`config.mk`:
```
export PLATFORM = sky130hd
export DESIGN_NAME = lsu_flat
export DESIGN_NICKNAME = d
export VERILOG_FILES = /design/src/rtl/core_pkg.sv /design/src/rtl/lsu_if.sv /design/src/rtl/lsu_load_align.sv /design/src/rtl/lsu.sv /design/src/flat_wrapper.sv
export SDC_FILE = /design/constraint.sdc
export NUM_CORES = 1
export LEC_CHECK = 0
export CAP_MARGIN = 20
export CORE_MARGIN = 3
export CORE_UTILIZATION = 43
export CTS_CLUSTER_SIZE = 10
export DETAILED_ROUTE_END_ITERATION = 8
export PLACE_DENSITY = 0.85
export RECOVER_POWER = 25
export SYNTH_ARGS = -nofsm -noshare
export SYNTH_HDL_FRONTEND = slang
export SYNTH_SLANG_ARGS = --single-unit
```
`constraint.sdc`:
```
create_clock -name clk -period 1.9 [get_ports clk]
set_input_delay 0.38 -clock clk [delete_from_list [all_inputs] [get_ports clk]]
set_output_delay 0.38 -clock clk [all_outputs]
set_load 0.02 [all_outputs]
```
`src/rtl/core_pkg.sv`:
```
// rtl/core_pkg.sv - shared memory-op encodings, LSU state type and alignment helper
package core_pkg;

    localparam int XLEN    = 32;
    localparam int MEMOP_W = 3;

    // RV32 funct3 encoding; bits [1:0] give the access size, bit 2 selects zero-extension
    localparam logic [MEMOP_W-1:0] MEMOP_LB  = 3'b000;
    localparam logic [MEMOP_W-1:0] MEMOP_LH  = 3'b001;
    localparam logic [MEMOP_W-1:0] MEMOP_LW  = 3'b010;
    localparam logic [MEMOP_W-1:0] MEMOP_LBU = 3'b100;
    localparam logic [MEMOP_W-1:0] MEMOP_LHU = 3'b101;

    typedef enum logic [1:0] {
        IDLE,
        REQ,
        WAIT
    } lsu_state_t;

    function automatic logic memop_misaligned(logic [MEMOP_W-1:0] op, logic [1:0] addr_lo);
        return ((op[1:0] == 2'b01) && addr_lo[0]) || (op[1] && (addr_lo != 2'b00));
    endfunction

endpackage

```
`src/rtl/lsu_if.sv`:
```
// rtl/lsu_if.sv - request/response and data-bus signal bundle for the load/store unit
interface lsu_if;
    import core_pkg::*;

    logic                req_valid;
    logic                req_ready;
    logic                req_read;
    logic                req_write;
    logic [MEMOP_W-1:0]  mem_opcode;
    logic [XLEN-1:0]     addr;
    logic [XLEN-1:0]     wdata;
    logic                resp_valid;
    logic [XLEN-1:0]     resp_rdata;
    logic                resp_misalign;
    logic                dbus_req;
    logic                dbus_we;
    logic [XLEN-1:0]     dbus_addr;
    logic [XLEN-1:0]     dbus_wdata;
    logic [XLEN/8-1:0]   dbus_strb;
    logic                dbus_gnt;
    logic                dbus_rvalid;
    logic [XLEN-1:0]     dbus_rdata;

    modport master (
        input  req_valid, req_read, req_write, mem_opcode, addr, wdata,
        input  dbus_gnt, dbus_rvalid, dbus_rdata,
        output req_ready, resp_valid, resp_rdata, resp_misalign,
        output dbus_req, dbus_we, dbus_addr, dbus_wdata, dbus_strb
    );

    modport slave (
        output req_valid, req_read, req_write, mem_opcode, addr, wdata,
        output dbus_gnt, dbus_rvalid, dbus_rdata,
        input  req_ready, resp_valid, resp_rdata, resp_misalign,
        input  dbus_req, dbus_we, dbus_addr, dbus_wdata, dbus_strb
    );

endinterface

```
`src/rtl/lsu_load_align.sv`:
```
// rtl/lsu_load_align.sv - selects the addressed byte/halfword lane of a bus word and extends it
module lsu_load_align
    import core_pkg::*;
(
    input  logic [MEMOP_W-1:0] opcode_i,
    input  logic [1:0]         addr_lo_i,
    input  logic [XLEN-1:0]    rdata_i,
    output logic [XLEN-1:0]    result_o
);

    logic [XLEN-1:0] byte_sh;
    logic [XLEN-1:0] half_sh;

    // halfwords ignore addr[0] so an odd offset falls back to its aligned container
    assign byte_sh = rdata_i >> {addr_lo_i, 3'b000};
    assign half_sh = rdata_i >> {addr_lo_i[1], 4'b0000};

    always_comb begin
        result_o = rdata_i;
        case (opcode_i)
            MEMOP_LB:  result_o = {{24{byte_sh[7]}}, byte_sh[7:0]};
            MEMOP_LBU: result_o = {24'b0, byte_sh[7:0]};
            MEMOP_LH:  result_o = {{16{half_sh[15]}}, half_sh[15:0]};
            MEMOP_LHU: result_o = {16'b0, half_sh[15:0]};
            default:   result_o = rdata_i;
        endcase
    end

endmodule

```
`src/rtl/lsu.sv`:
```
// rtl/lsu.sv - load/store unit: request latch, store lane steering, bus FSM; LSU_MISALIGN_CHECK_EN enables misalignment abort
module lsu
    import core_pkg::*;
(
    input  logic clk,
    input  logic rst_b,
    lsu_if.master bus
);

    lsu_state_t          state_q, state_d;
    logic [MEMOP_W-1:0]  op_q, op_d;
    logic [XLEN-1:0]     addr_q, addr_d;
    logic [XLEN-1:0]     wdata_q, wdata_d;
    logic                we_q, we_d;
    logic                resp_valid_q, resp_valid_d;
    logic [XLEN-1:0]     resp_rdata_q, resp_rdata_d;
    logic                resp_mis_q, resp_mis_d;

    logic [XLEN-1:0]     load_data;
    logic [XLEN/8-1:0]   st_strb;
    logic [XLEN-1:0]     st_wdata;
    logic                misalign_hit;

`ifdef LSU_MISALIGN_CHECK_EN
    assign misalign_hit = memop_misaligned(bus.mem_opcode, bus.addr[1:0]);
`else
    assign misalign_hit = 1'b0;
`endif

    lsu_load_align u_load_align (
        .opcode_i  (op_q),
        .addr_lo_i (addr_q[1:0]),
        .rdata_i   (bus.dbus_rdata),
        .result_o  (load_data)
    );

    always_comb begin
        st_strb  = 4'hF;
        st_wdata = wdata_q;
        case (op_q[1:0])
            2'b00: begin
                st_strb  = 4'b0001 << addr_q[1:0];
                st_wdata = {4{wdata_q[7:0]}};
            end
            2'b01: begin
                st_strb  = 4'b0011 << {addr_q[1], 1'b0};
                st_wdata = {2{wdata_q[15:0]}};
            end
            default: ;
        endcase
    end

    always_comb begin
        state_d       = state_q;
        op_d          = op_q;
        addr_d        = addr_q;
        wdata_d       = wdata_q;
        we_d          = we_q;
        resp_valid_d  = 1'b0;
        resp_rdata_d  = '0;
        resp_mis_d    = 1'b0;
        bus.req_ready  = 1'b0;
        bus.dbus_req   = 1'b0;
        bus.dbus_we    = 1'b0;
        bus.dbus_addr  = '0;
        bus.dbus_wdata = '0;
        bus.dbus_strb  = '0;
        case (state_q)
            IDLE: begin
                bus.req_ready = 1'b1;
                if (bus.req_valid && (bus.req_read || bus.req_write)) begin
                    if (misalign_hit) begin
                        resp_valid_d = 1'b1;
                        resp_mis_d   = 1'b1;
                    end else begin
                        op_d    = bus.mem_opcode;
                        addr_d  = bus.addr;
                        wdata_d = bus.wdata;
                        we_d    = bus.req_write;
                        state_d = REQ;
                    end
                end
            end
            REQ: begin
                bus.dbus_req   = 1'b1;
                bus.dbus_we    = we_q;
                bus.dbus_addr  = {addr_q[XLEN-1:2], 2'b00};
                bus.dbus_wdata = st_wdata;
                bus.dbus_strb  = st_strb;
                if (bus.dbus_gnt) state_d = WAIT;
            end
            WAIT: begin
                if (bus.dbus_rvalid) begin
                    resp_valid_d = 1'b1;
                    resp_rdata_d = we_q ? '0 : load_data;
                    state_d      = IDLE;
                end
            end
            default: state_d = IDLE;
        endcase
    end

    always_ff @(posedge clk or negedge rst_b) begin
        if (!rst_b) begin
            state_q      <= IDLE;
            op_q         <= '0;
            addr_q       <= '0;
            wdata_q      <= '0;
            we_q         <= 1'b0;
            resp_valid_q <= 1'b0;
            resp_rdata_q <= '0;
            resp_mis_q   <= 1'b0;
        end else begin
            state_q      <= state_d;
            op_q         <= op_d;
            addr_q       <= addr_d;
            wdata_q      <= wdata_d;
            we_q         <= we_d;
            resp_valid_q <= resp_valid_d;
            resp_rdata_q <= resp_rdata_d;
            resp_mis_q   <= resp_mis_d;
        end
    end

    assign bus.resp_valid    = resp_valid_q;
    assign bus.resp_rdata    = resp_rdata_q;
    assign bus.resp_misalign = resp_mis_q;

endmodule
```
`src/flat_wrapper.sv`:
```
// flat-port wrapper written by rule: the top's interface ports become plain ports
module lsu_flat import core_pkg::*;
  (clk, rst_b, bus_req_valid, bus_req_read, bus_req_write, bus_mem_opcode, bus_addr, bus_wdata, bus_dbus_gnt, bus_dbus_rvalid, bus_dbus_rdata, bus_req_ready, bus_resp_valid, bus_resp_rdata, bus_resp_misalign, bus_dbus_req, bus_dbus_we, bus_dbus_addr, bus_dbus_wdata, bus_dbus_strb);
  lsu_if bus_i ();
  input  logic clk;
  input  logic rst_b;
  input wire logic [$bits(bus_i.req_valid)-1:0] bus_req_valid;
  input wire logic [$bits(bus_i.req_read)-1:0] bus_req_read;
  input wire logic [$bits(bus_i.req_write)-1:0] bus_req_write;
  input wire logic [$bits(bus_i.mem_opcode)-1:0] bus_mem_opcode;
  input wire logic [$bits(bus_i.addr)-1:0] bus_addr;
  input wire logic [$bits(bus_i.wdata)-1:0] bus_wdata;
  input wire logic [$bits(bus_i.dbus_gnt)-1:0] bus_dbus_gnt;
  input wire logic [$bits(bus_i.dbus_rvalid)-1:0] bus_dbus_rvalid;
  input wire logic [$bits(bus_i.dbus_rdata)-1:0] bus_dbus_rdata;
  output wire logic [$bits(bus_i.req_ready)-1:0] bus_req_ready;
  output wire logic [$bits(bus_i.resp_valid)-1:0] bus_resp_valid;
  output wire logic [$bits(bus_i.resp_rdata)-1:0] bus_resp_rdata;
  output wire logic [$bits(bus_i.resp_misalign)-1:0] bus_resp_misalign;
  output wire logic [$bits(bus_i.dbus_req)-1:0] bus_dbus_req;
  output wire logic [$bits(bus_i.dbus_we)-1:0] bus_dbus_we;
  output wire logic [$bits(bus_i.dbus_addr)-1:0] bus_dbus_addr;
  output wire logic [$bits(bus_i.dbus_wdata)-1:0] bus_dbus_wdata;
  output wire logic [$bits(bus_i.dbus_strb)-1:0] bus_dbus_strb;
  assign bus_i.req_valid = bus_req_valid;
  assign bus_i.req_read = bus_req_read;
  assign bus_i.req_write = bus_req_write;
  assign bus_i.mem_opcode = bus_mem_opcode;
  assign bus_i.addr = bus_addr;
  assign bus_i.wdata = bus_wdata;
  assign bus_i.dbus_gnt = bus_dbus_gnt;
  assign bus_i.dbus_rvalid = bus_dbus_rvalid;
  assign bus_i.dbus_rdata = bus_dbus_rdata;
  assign bus_req_ready = bus_i.req_ready;
  assign bus_resp_valid = bus_i.resp_valid;
  assign bus_resp_rdata = bus_i.resp_rdata;
  assign bus_resp_misalign = bus_i.resp_misalign;
  assign bus_dbus_req = bus_i.dbus_req;
  assign bus_dbus_we = bus_i.dbus_we;
  assign bus_dbus_addr = bus_i.dbus_addr;
  assign bus_dbus_wdata = bus_i.dbus_wdata;
  assign bus_dbus_strb = bus_i.dbus_strb;
  lsu u_core (.clk(clk), .rst_b(rst_b), .bus(bus_i));
endmodule
```
==> run_results.csv, run 1 <==
group,metric,value,unit
placement,hpwlAfterDp,11000,um
clock_network,cts_buffers,9,
worst_setup_path,critPathLaunchType,"register",
yosys,synth_cell_types,37,
power_and_ir_drop,power-per-cell-area,1550,nW/um2
worst_setup_path,critPathKind,"reg2out",
clock_network,cts_tree,"yes",
timing,post-route-period-util,106,%
power_and_ir_drop,p_sw_share,37.4,%
placement,dp_cells,795,
detailed_routing,drt_pre_antenna_iters,5,
layout,finalNonFillerCells,826,
worst_setup_path,cp-end-kind,"output pin",
timing,hold_viol,0,
timing,fin_crit,2.02,ns
detailed_routing,via_per_inst,5.37,
grt,grt_pass1_vias,4567,
detailed_routing,antenna_left,0,
job,drv_cap,0,
placement,place_congestion,0.830,
worst_setup_path,required,1.52,ns
power_and_ir_drop,irDropWorstVdd,750,uV
die,design.core.area,11000,um2
layout,nets,787,
timing,setup-violations-final,18,
grt,antenna_found_initial,0,
timing,finClkSkew,0.00419,ns
outcome,violations,"negative setup slack",
grt,grt_use_total,23.3,%
timing,fin_ws,-0.120,ns
power_and_ir_drop,power.switching,4.52,mW
clock_network,clk_latency,0.34,ns
yosys,yosys_register_bits,103,
detailed_routing,wl,15200,um
worst_setup_path,cp_max_fo,5,
placement,pre_cts_slack,-0.228,ns
detailed_routing,wl_per_cell,18.4,um
detailed_routing,drt_iter0_drc,328,
power_and_ir_drop,power.internal,7.56,mW
grt,grt_pass1_wl,23600,um
die,start_util,44.9,%
clock_network,clock_path_buffers,2,
power_and_ir_drop,leakage,3.59,nW
die,num_rows,38,
yosys,synth-edff-count,0,
layout,area_growth,57.5,%
grt,globalRouteOverflowTotal,0,
grt,grt_max_degree,104,
yosys,syn_avg_cell_area,11.1,um2
timing,slew_viol_final,0,
yosys,ys_seq_area_share,52.0,%
timing,tightest_slew,1.42,ns
timing,rsz0062_at_grt,"true",
die,io_pins,211,
power_and_ir_drop,clkPwrFrac,17.8,%
placement,io_buffers,207,
layout,layout_common_cells,"clkdlybuf4s50_1, dfrtp_1, mux2_2",
yosys,ys.flop_type,"dfrtp_1",
timing,max_freq,495,MHz
yosys,async_flop_share,100,%
timing,relSlewSlack,5.52,%
layout,num_antenna_cells,0,
yosys,synth_warnings,0,
die,die_area,12800,um2
detailed_routing,drcViolationCount,0,
timing,whs,0.480,ns
clock_network,cts_root_buffer,"clkbuf_16",
die,dieWidth,113,um
power_and_ir_drop,pwr-share-seq,29.6,%
detailed_routing,vias,4432,
worst_setup_path,cp.arrival,1.64,ns
layout,drive_gt1_share,34.5,%
hold_path,hold_class,"in2async",
yosys,synth_area_leader_cell,"dfrtp_1",
yosys,syn-cell-area,4950,um2
layout,fill_cells,809,
yosys,post-synth-top-area-fraction,52.0,%
clock_network,ctsHoldBuffers,0,
clock_network,h-tree-depth,3,
die,fp.dieH,113,um
yosys,syn_inst,447,
power_and_ir_drop,p_comb_share,52.6,%
clock_network,path_clk_slew,0.07,ns
clock_network,clock_sinks,103,
yosys,synthTopCellsByArea,"dfrtp_1, mux2_2, and2_1, nand2_1, mux2i_1",
outcome,status,"finished with violations",
layout,mostFrequentLayoutCell,"clkdlybuf4s50_1",
-- what timing repair did --
item / in CTS / in global routing
gates cloned: 1 / 1
setup buffers: 8 / 5
resized for setup: 299 / 47
pin swaps: 5 / 7
setup endpoints to repair: 69 / 40
-- registers in the layout, summed over array words and instances, names as in the netlist --
signal / count
u_core.addr_q: 32
u_core.op_q: 3
u_core.bus.resp_rdata: 32
u_core.state_q: 2
u_core.bus.resp_valid: 1
u_core.wdata_q: 32
u_core.we_q: 1
-- worst paths after layout --
check | endpoint | start | cells past startpoint | slack, ns
setup / recovery | bus_dbus_strb[2] | u_core.op_q[0]$_DFFE_PN0P_ | 5 | -0.12
hold / removal | u_core.bus.resp_rdata[16]$_DFF_PN0_ | rst_b | 2 | 0.48
setup reg to reg | u_core.wdata_q[28]$_DFFE_PN0P_ | u_core.state_q[1]$_DFFE_PN0P_ | 6 | 0.10
hold reg to reg | u_core.addr_q[12]$_DFFE_PN0P_ | u_core.addr_q[12]$_DFFE_PN0P_ | 1 | 0.50
max in group asynchronous | u_core.op_q[0]$_DFFE_PN0P_ | rst_b | 2 | 0.47
min in group clk | u_core.addr_q[12]$_DFFE_PN0P_ | u_core.addr_q[12]$_DFFE_PN0P_ | 1 | 0.50
-- stage by stage --
step	area, um2	power (mW)	util, %	setup TNS (ns)
finish	7800	12.1	70.7	-1.10
global route	7800	12.8	70.7	-2.94
CTS	7640	11.7	69.3	-1.41
detailed placement	7410	9.58	67.2	-8.63
global placement	7410	9.41	67.2	-6.51
floorplan	4960	6.93	-	0
-- synth_stat cells, drive strengths merged, types with 2 or more instances --
master    n
dfrtp   103
mux2     73
nand2    52
and2     42
nor2     38
a21oi    25
buf      23
mux2i    18
clkbuf   14
o21ai    10
a222oi    6
a22o      6
a22oi     6
inv       6
nor2b     4
nand2b    3
a31oi     2
nor3      2
o21bai    2
o22ai     2
-- per-layer routing --
metal  global-route usage, %  share of wire, %  vias to the layer above
li1                        -                 -                     1991
met1                    28.1                38                     2145
met2                    40.8                51                      255
met3                    5.40               8.4                       41
met4                    8.49               2.6                        0
met5                       0                 0                        -
-- power groups by stage --
stage	combinational [mW]	sequential [mW]	clock, mW
2_1_floorplan	3.52	3.41	0
3_3_place_gp	5.90	3.50	0
3_5_place_dp	6.03	3.56	0
4_1_cts	5.98	3.55	2.19
5_1_grt	6.81	3.67	2.29
6_report	6.36	3.57	2.15
-- layout make-up --
type | instances | area, um2 | area share [%]
Clock buffer | 10 | 239 | 3.06
Clock inverter | 6 | 116 | 1.49
Inverter | 6 | 27.5 | 0.353
Multi-Input combinational cell | 303 | 2260 | 28.9
Sequential cell | 103 | 2580 | 33.1
Tap cell | 140 | 175 | 2.25
Timing Repair Buffer | 258 | 2400 | 30.8
-- critical path, stage by stage (launching register included) --
cell and delay, ns:
dfrtp_2 0.44, nor2b_1 0.20, buf_4 0.15, o21ai_0 0.07, and2_1 0.16, clkdlybuf4s15_1 0.28
-- cell families after synthesis --
logic type,synth area share [%]
buffers and inverters,4.22
other,0.0757
flip-flops,52.0
multiplexers,20.8
AO/OA/AOI/OAI,8.69
AND/OR/NAND/NOR,14.1
(Power assumes the default switching activity.)
==> inputs of run 2 (changes only) <==
--- a/config.mk
+++ b/config.mk
@@ -6,7 +6,7 @@
 export NUM_CORES = 1
 export LEC_CHECK = 0
 export CAP_MARGIN = 20
-export CORE_MARGIN = 3
+export CORE_MARGIN = 2
 export CORE_UTILIZATION = 43
 export CTS_CLUSTER_SIZE = 10
 export DETAILED_ROUTE_END_ITERATION = 8
==> run 2 against run 1 <==
Net effect:
- the run still ends with negative setup slack left
- combinational power is 6.0% lower
- maximum frequency is 4.6% higher
- largest power group unchanged
- hold slack better by 0.019 ns
- largest cell class unchanged
- die area is 3.5% lower
- sequential power hardly changed
- worst setup slack better by 0.089 ns
==> run_results.csv, run 2 (synthesis gave the netlist of run 1 again) <==
group,metric,value,unit
outcome,status,"finished with violations",
outcome,violations,"negative setup slack",
worst_setup_path,crit_chain,"buf_6 > mux2i_1 > nor2_1 > a21oi_1 > nor2_1 > buf_4",
power_and_ir_drop,irDropWorstVdd,823,uV
grt,grt_max_degree,43,
grt,grt_use_total,23.9,%
worst_setup_path,cp_common_cell,"nor2_1",
power_and_ir_drop,design_power_total,11.4,mW
timing,hold_viol,0,
timing,fin_ws,-0.0315,ns
timing,setup-violations-final,7,
clock_network,h-tree-depth,3,
clock_network,clock_path_buffers,2,
grt,grt_pass1_wl,23400,um
job,drv_cap,0,
clock_network,clock_sinks,103,
timing,finClkSkew,0.00823,ns
grt,antenna_found_initial,0,
die,num_rows,39,
die,die_area,12400,um2
grt,globalRouteOverflowTotal,0,
worst_setup_path,critPathSlowestCell,"dfrtp_2",
placement,hpwlAfterDp,10900,um
layout,drive_gt1_share,32.5,%
worst_setup_path,cp_num_buf_inv,2,
detailed_routing,antenna_left,0,
timing,tightest_slew,0.882,ns
detailed_routing,via_per_inst,5.25,
layout,layout_common_cells,"clkdlybuf4s50_1, dfrtp_1, mux2_2",
detailed_routing,wl,14900,um
die,start_util,43.7,%
hold_path,hold_class,"reg2reg",
die,fp.dieH,111,um
timing,fin_crit,1.93,ns
placement,place_congestion,0.905,
detailed_routing,drt_pre_antenna_iters,7,
die,design.core.area,11300,um2
timing,slew_viol_final,0,
detailed_routing,drcViolationCount,0,
clock_network,cts_buffers,9,
timing,whs,0.499,ns
layout,nets,784,
detailed_routing,wl_per_cell,18.0,um
grt,grt_pass1_vias,4507,
layout,mostFrequentLayoutCell,"clkdlybuf4s50_1",
clock_network,cts_root_buffer,"clkbuf_16",
worst_setup_path,cp.arrival,1.55,ns
power_and_ir_drop,power-per-cell-area,1500,nW/um2
clock_network,path_clk_slew,0.07,ns
worst_setup_path,required,1.52,ns
layout,num_antenna_cells,0,
die,io_pins,211,
worst_setup_path,critPathKind,"reg2out",
clock_network,clk_latency,0.34,ns
die,dieWidth,111,um
worst_setup_path,cp_max_fo,6,
worst_setup_path,critPathLaunchType,"register",
worst_setup_path,cp-end-kind,"output pin",
timing,post-route-period-util,102,%
layout,area_growth,54.0,%
power_and_ir_drop,leakage,3.53,nW
detailed_routing,vias,4340,
worst_setup_path,max_stage_delay,0.43,ns
worst_setup_path,critPathTopFamily,"flip-flops",
clock_network,cts_tree,"yes",
timing,relSlewSlack,41.2,%
detailed_routing,drt_iter0_drc,330,
timing,max_freq,518,MHz
timing,rsz0062_at_grt,"true",
placement,io_buffers,207,
-- run 2: changes by cell type in the layout (fill, tap and decap cells not counted), moves of 3 or more --
cell | previous run | this run
a21oi_1 | 16 | 23
a21oi_2 | 9 | 2
buf_8 | 3 | 0
clkbuf_2 | 1 | 4
-- run 2: metal layers --
| layer | global-route usage [%] | up-vias | wire length [um] |
|---|---|---|---|
| li1 | - | 1979 | - |
| met1 | 28.7 | 2104 | 5860 |
| met2 | 41.5 | 231 | 7500 |
| met3 | 5.90 | 26 | 1180 |
| met4 | 8.97 | 0 | 326 |
| met5 | 0 | - | 0 |
-- run 2: stage by stage --
stage	TNS, ns	setup slack, ns	instances	cell area [um2]	utilization, %
3_5_place_dp	-6.53	-0.146	804	7420	65.5
2_1_floorplan	0	0.0428	449	4960	-
5_1_grt	-1.33	-0.121	826	7620	67.4
3_3_place_gp	-4.43	-0.119	804	7420	65.5
6_report	-0.115	-0.0315	826	7620	67.4
4_1_cts	-1.82	-0.189	826	7590	67.0
-- run 2: timing repair --
item | in CTS | in global routing
setup endpoints to repair | 69 | 34
setup buffers | 4 | 1
gates resized for setup | 276 | 53
hold endpoints to repair | 20 | 0
pin swaps | 1 | 10
hold buffers | 1 | 0
cloned | 1 | 1
-- run 2: cell type report --
cell class / instances / area (um2)
fillers: 880 / 3700
flip-flops and latches: 103 / 2580
repair buffers: 255 / 2320
multi-input cells: 303 / 2210
clock buffers: 11 / 253
well taps: 143 / 179
clock inverters: 5 / 56.3
inverters: 6 / 27.5
-- run 2: report_power, final --
group	total (mW)	switching [mW]	internal, mW
registers	3.55	0.547	3.00
clock network	1.91	0.817	1.09
logic	5.98	3.01	2.97
total	11.4	4.37	7.06
-- run 2: final timing paths --
kind / from / cells after the start / slack (ns) / endpoint
max: u_core.op_q[0]$_DFFE_PN0P_ / 6 / -0.03 / bus_dbus_wdata[27]
min: u_core.addr_q[24]$_DFFE_PN0P_ / 1 / 0.50 / u_core.addr_q[24]$_DFFE_PN0P_
max reg2reg: u_core.state_q[0]$_DFFE_PN0P_ / 5 / 0.14 / u_core.wdata_q[19]$_DFFE_PN0P_
min reg2reg: u_core.addr_q[24]$_DFFE_PN0P_ / 1 / 0.50 / u_core.addr_q[24]$_DFFE_PN0P_
max in group asynchronous: rst_b / 3 / 0.47 / u_core.wdata_q[11]$_DFFE_PN0P_
min in group asynchronous: rst_b / 2 / 0.69 / u_core.bus.resp_rdata[18]$_DFF_PN0_
==> inputs of run 3 (changes only) <==
--- a/config.mk
+++ b/config.mk
@@ -5,7 +5,7 @@
 export SDC_FILE = /design/constraint.sdc
 export NUM_CORES = 1
 export LEC_CHECK = 0
-export CAP_MARGIN = 20
+export ABC_CLOCK_PERIOD_IN_PS = 1900
 export CORE_MARGIN = 2
 export CORE_UTILIZATION = 43
 export CTS_CLUSTER_SIZE = 10
==> results of run 3 <==
No change in the layout: final DEF, timing and power equal those of run 2.
